## src/rtl/crc8_check.sv

```systemverilog
// Bit-serial CRC-8 checker: latches a data word and its received CRC, recomputes
// the CRC MSB-first one bit per clock, then flags match/mismatch and counts errors.
`timescale 1ns/1ps
module crc8_check #(
    parameter int         DATA_W = 64,
    parameter logic [7:0] POLY   = 8'h07,
    parameter logic [7:0] INIT   = 8'h00
) (
    input  logic              clk,
    input  logic              rst,
    input  logic [DATA_W-1:0] din,
    input  logic [7:0]        crc_i,
    input  logic              chk_start,
    input  logic              clr_cnt,
    output logic              chk_busy,
    output logic              chk_vld,
    output logic              crc_ok,
    output logic [7:0]        crc_calc,
    output logic [15:0]       err_cnt
);

    localparam int CNT_W = $clog2(DATA_W);

    typedef enum logic [1:0] {
        IDLE,
        SHIFT,
        CMP
    } state_t;

    state_t            state;
    state_t            state_nxt;
    logic [DATA_W-1:0] sreg;
    logic [7:0]        ref_crc;
    logic [7:0]        lfsr;
    logic [7:0]        lfsr_nxt;
    logic [CNT_W-1:0]  cnt;
    logic              mismatch;

    always_ff @(posedge clk or posedge rst) begin
        if (rst) begin
            state <= IDLE;
        end else begin
            // NOTE: state registers use non-blocking assignment so every flop samples pre-edge values.
            state <= state_nxt;
        end
    end

    always_comb begin
        // NOTE: default first so no path leaves state_nxt unassigned and infers a latch.
        state_nxt = state;
        case (state)
            IDLE:    if (chk_start) state_nxt = SHIFT;
            SHIFT:   if (cnt == '0) state_nxt = CMP;
            CMP:     state_nxt = IDLE;
            default: state_nxt = IDLE;
        endcase
    end

    always_comb begin
        lfsr_nxt = {lfsr[6:0], 1'b0} ^ ((lfsr[7] ^ sreg[DATA_W-1]) ? POLY : 8'h00);
    end

    assign mismatch = (lfsr != ref_crc);
    assign chk_busy = (state != IDLE);

    always_ff @(posedge clk or posedge rst) begin
        if (rst) begin
            // NOTE: the data shift register is a plain register, not a memory, so it is cleared too.
            sreg     <= '0;
            ref_crc  <= 8'h00;
            lfsr     <= 8'h00;
            cnt      <= '0;
            chk_vld  <= 1'b0;
            crc_ok   <= 1'b0;
            crc_calc <= 8'h00;
            err_cnt  <= 16'h0000;
        end else begin
            chk_vld <= (state == CMP);

            case (state)
                IDLE: begin
                    if (chk_start) begin
                        sreg    <= din;
                        ref_crc <= crc_i;
                        lfsr    <= INIT;
                        cnt     <= CNT_W'(DATA_W - 1);
                    end
                end
                SHIFT: begin
                    lfsr <= lfsr_nxt;
                    sreg <= {sreg[DATA_W-2:0], 1'b0};
                    cnt  <= cnt - CNT_W'(1);
                end
                CMP: begin
                    crc_calc <= lfsr;
                    crc_ok   <= ~mismatch;
                end
                default: ;
            endcase

            // A clear on the comparison edge wins over the increment.
            if (clr_cnt) begin
                err_cnt <= 16'h0000;
            end else if ((state == CMP) && mismatch && (err_cnt != 16'hFFFF)) begin
                err_cnt <= err_cnt + 16'd1;
            end
        end
    end

endmodule

```

## config.mk

```make
export PLATFORM = sky130hd
export DESIGN_NAME = crc8_check
export DESIGN_NICKNAME = d
export VERILOG_FILES = /design/src/rtl/crc8_check.sv
export SDC_FILE = /design/constraint.sdc
export NUM_CORES = 1
export LEC_CHECK = 0
export BUFFER_PORTS_ARGS = -buffer_cell sky130_fd_sc_hd__buf_2
export CORE_MARGIN = 2
export CORE_UTILIZATION = 40
export DETAILED_ROUTE_END_ITERATION = 10
export GPL_TIMING_DRIVEN = 0
export PLACE_DENSITY_LB_ADDON = 0.1
export SLEW_MARGIN = 20
export SYNTH_ARGS = -nofsm -noshare
export SYNTH_HDL_FRONTEND = slang
export SYNTH_SLANG_ARGS = --single-unit
export TNS_END_PERCENT = 30
```

## constraint.sdc

```tcl
create_clock -name clk -period 4.95 [get_ports clk]
set_input_delay 1.2375 -clock clk [delete_from_list [all_inputs] [get_ports clk]]
set_output_delay 1.2375 -clock clk [all_outputs]
set_load 0.01 [all_outputs]
```

==> implementation parameters <==
Parameter                              Value

Critical path
  Largest fanout on the critical path    10
  Data required time of the critical path    5220 ps
  CP Launch Type    input pin
  Worst EP arrival    2780 ps
  Critical Setup Path Class    in -> reg
  Type of element capturing the critical path    flop

Timing
  Setup Total Neg Slack    0 ps
  Final-report setup violation count    0
  Setup repair after global routing missed its margin    no
  Achievable frequency    398 MHz
  Crit share post-route    50.8%
  Number of max-slew violations in the final report    0
  Worst slew pin tran    658 ps
  Final critical delay including setup and external delays    2520 ps
  Final count of hold timing violations    0
  Setup clock skew after layout    11.2 ps
  Max-slew headroom at the worst pin    56.0%
  Setup slack after layout    2430 ps

CTS
  Count of instances resized after the clock tree is built    0
  Clock latency at the later pin of the worst-skew pair    400 ps
  Post-CTS Repair Setup Buffers    0
  Clock sink count    114
  Clock tree from TritonCTS    built
  CTS H-Tree Depth    4
  Hold buffer count at CTS    0
  Cell at the root of the clock tree    clkbuf_16
  Worst-path clk slew    50 ps
  Inserted Clock Buffers    17
  Worst-case clock buffer depth    2

Power
  Total power of the final layout    3220 uW
  Cell-internal power    2250 uW
  Gate power share    21.9%
  Power density normalized to cell area    508 nW/um2
  Sequential share of power    46.0%
  Part of the total power dissipated in the clock network    32.0%
  Switching part of the total power    30.1%
  Power dissipated by switching net loads    970 uW
  Worst IR Drop VDD    0.267 mV
  Leakage dissipation    0.00309 uW

Drt
  Final routed DRC violation total    0
  Number of vias after detailed routing    4220
  Post-Route WL    11600 um
  Initial DRC Count    294
  Average routed wire per standard cell    14.0 um
  Routed via count divided by cell count    5.07
  Number of antenna-violating nets in the routed design    0
  Count of TritonRoute iterations in the first routing pass    4

Global route
  Pin count of the biggest net entering global routing    65
  First-pass GRT wire length    19100 um
  Global-route usage over all layers    18.1%
  Antenna violations before repair    1
  Number of global-route vias before repair    4058
  Remaining global-route overflow    0

Yosys
  Fraction of post-synthesis cell area in the top cell type by area    56.1%
  Synthesized area per cell    9.66 um2
  Leading register cell type out of synthesis    dfrtp_1
  Number of instances in the synthesized netlist    526
  Async SR Flop Fraction    100%
  EDFF count, synth    0
  Post-synth top cells    174 x nand2_1, 114 x dfrtp_1, 63 x a22oi_1, 24 x clkbuf_1
  Top post-synthesis cells by area    dfrtp_1 56%, nand2_1 13%, a22oi_1 9.3%
  Mapped Nets    605
  Yosys reg bits    114
  Count of yosys warnings during synthesis    0
  Number of distinct library cells after synthesis    45
  Portion of the post-synthesis area used by sequential elements    56.1%
  Most common cell in the synthesized netlist    nand2_1
  Largest area contributor in the netlist    dfrtp_1
  Area of the mapped netlist    5080 um2

Final layout
  Count of placed standard cells in the final layout, fillers left out    832
  Net total in the final layout    727
  Area growth syn-to-layout    24.7%
  Final cell area excluding filler cells    6340 um2
  Layout cells sized above 1    22.6%
  FILL cells    1232

Place
  Gp weighted congestion    0.858
  Placed insts    801
  Pre-CTS WS    1950 ps
  Detail Placement HPWL    8070 um
  Total cell area at the placement stage    5840 um2
  Port Buf Inserts    102

Floorplan
  Floorplan Core Area    12500 um2
  Starting density of the core    40.6%
  Area of the die    13600 um2
  Count of standard-cell rows    41
  I/O pins    103
  Y dimension of the die    117 um
  Horizontal extent of the die    117 um

Outcome
  Status    complete, no violations

Run
  Count of max-cap constraint violations    0

Min path
  Hold Path Class    reg -> reg
==> cells by family (layout without fill, tap and decap cells) <==
logic type	after synthesis	in the layout	share of synthesized area, %
AND/OR/NAND/NOR	241	241	20.6
adder cells (fa/ha/maj)	3	3	0.739
AO/OA/AOI/OAI	106	106	14.4
buffers and inverters	36	169	2.88
other	0	1	0
XOR/XNOR	11	11	1.90
multiplexers	15	15	3.30
flip-flops	114	114	56.1
==> cells in the final DEF, fill, tap and decap left out, types with 7 or more instances in the layout <==
cell / synthesis / final
a21oi_1: 11 / 11
nand2_1: 174 / 174
dfrtp_1: 114 / 114
and3_1: 7 / 7
a22oi_1: 63 / 63
o21ai_0: 14 / 14
mux2_2: 12 / 12
nor2_1: 14 / 14
clkbuf_1: 24 / 29
buf_2: 3 / 105
nor2b_1: 8 / 8
clkbuf_16: 0 / 17
xnor2_1: 10 / 10
==> state kept, by name, summed over array words and instances (netlist names) <==
| name | cells |
|---|---|
| state | 2 |
| err_cnt | 16 |
| ref_crc | 8 |
| sreg | 64 |
| crc_calc | 8 |
| crc_ok | 1 |
| chk_vld | 1 |
| lfsr | 8 |
| cnt | 6 |
==> stage by stage <==
step                      utilization [%]  hold slack (ps)
after floorplan                         -              446
after global placement               46.4              457
after detailed placement             46.7              460
after CTS                            50.6              472
after global routing                 50.6              490
final                                50.6              467
==> critical path, stage by stage <==
cell and delay, ps:
buf_2 80, inv_1 30, nor2_1 510, buf_2 380, clkbuf_1 360, o21ai_0 170
==> final cells by class <==
class / instances / area (um2) / area share [%]
Antenna cell: 1 / 2.50 / 0.0395
Buffer: 30 / 124 / 1.95
Tap cell: 172 / 215 / 3.40
Timing Repair Buffer: 103 / 538 / 8.49
Inverter: 6 / 27.5 / 0.434
Multi-Input combinational cell: 376 / 2080 / 32.9
Sequential cell: 114 / 2850 / 45.0
Clock buffer: 23 / 458 / 7.23
Clock inverter: 7 / 37.5 / 0.592
==> power by group through the flow <==
stage | Sequential [uW] | Combinational (uW) | Clock [uW]
2_1_floorplan | 1430 | 565 | 0
3_3_place_gp | 1480 | 680 | 0
3_5_place_dp | 1490 | 719 | 0
4_1_cts | 1480 | 719 | 1060
5_1_grt | 1530 | 817 | 1100
6_report | 1480 | 707 | 1030
==> metal layers <==
metal	GRT usage, %	vias up	part of all wire (%)
li1	-	2073	-
met1	23.7	2037	46
met2	27.2	99	47
met3	7.27	11	6.0
met4	6.35	0	1.3
met5	0	-	0
==> path summary, 6_finish.rpt <==
| kind | from | endpoint | slack [ps] | depth (start not counted) |
|---|---|---|---|---|
| worst max-delay path | chk_start | sreg[0] | 2430 | 6 |
| worst min-delay path | crc_calc[5] | crc_calc[5] | 470 | 2 |
| worst max register to register | state[1] | sreg[0] | 2670 | 5 |
| worst min register to register | crc_calc[5] | crc_calc[5] | 470 | 2 |
| max in group asynchronous | rst | cnt[5] | 3410 | 3 |
| min in group asynchronous | rst | err_cnt[15] | 870 | 2 |
Power figures use the tool's default switching activity.
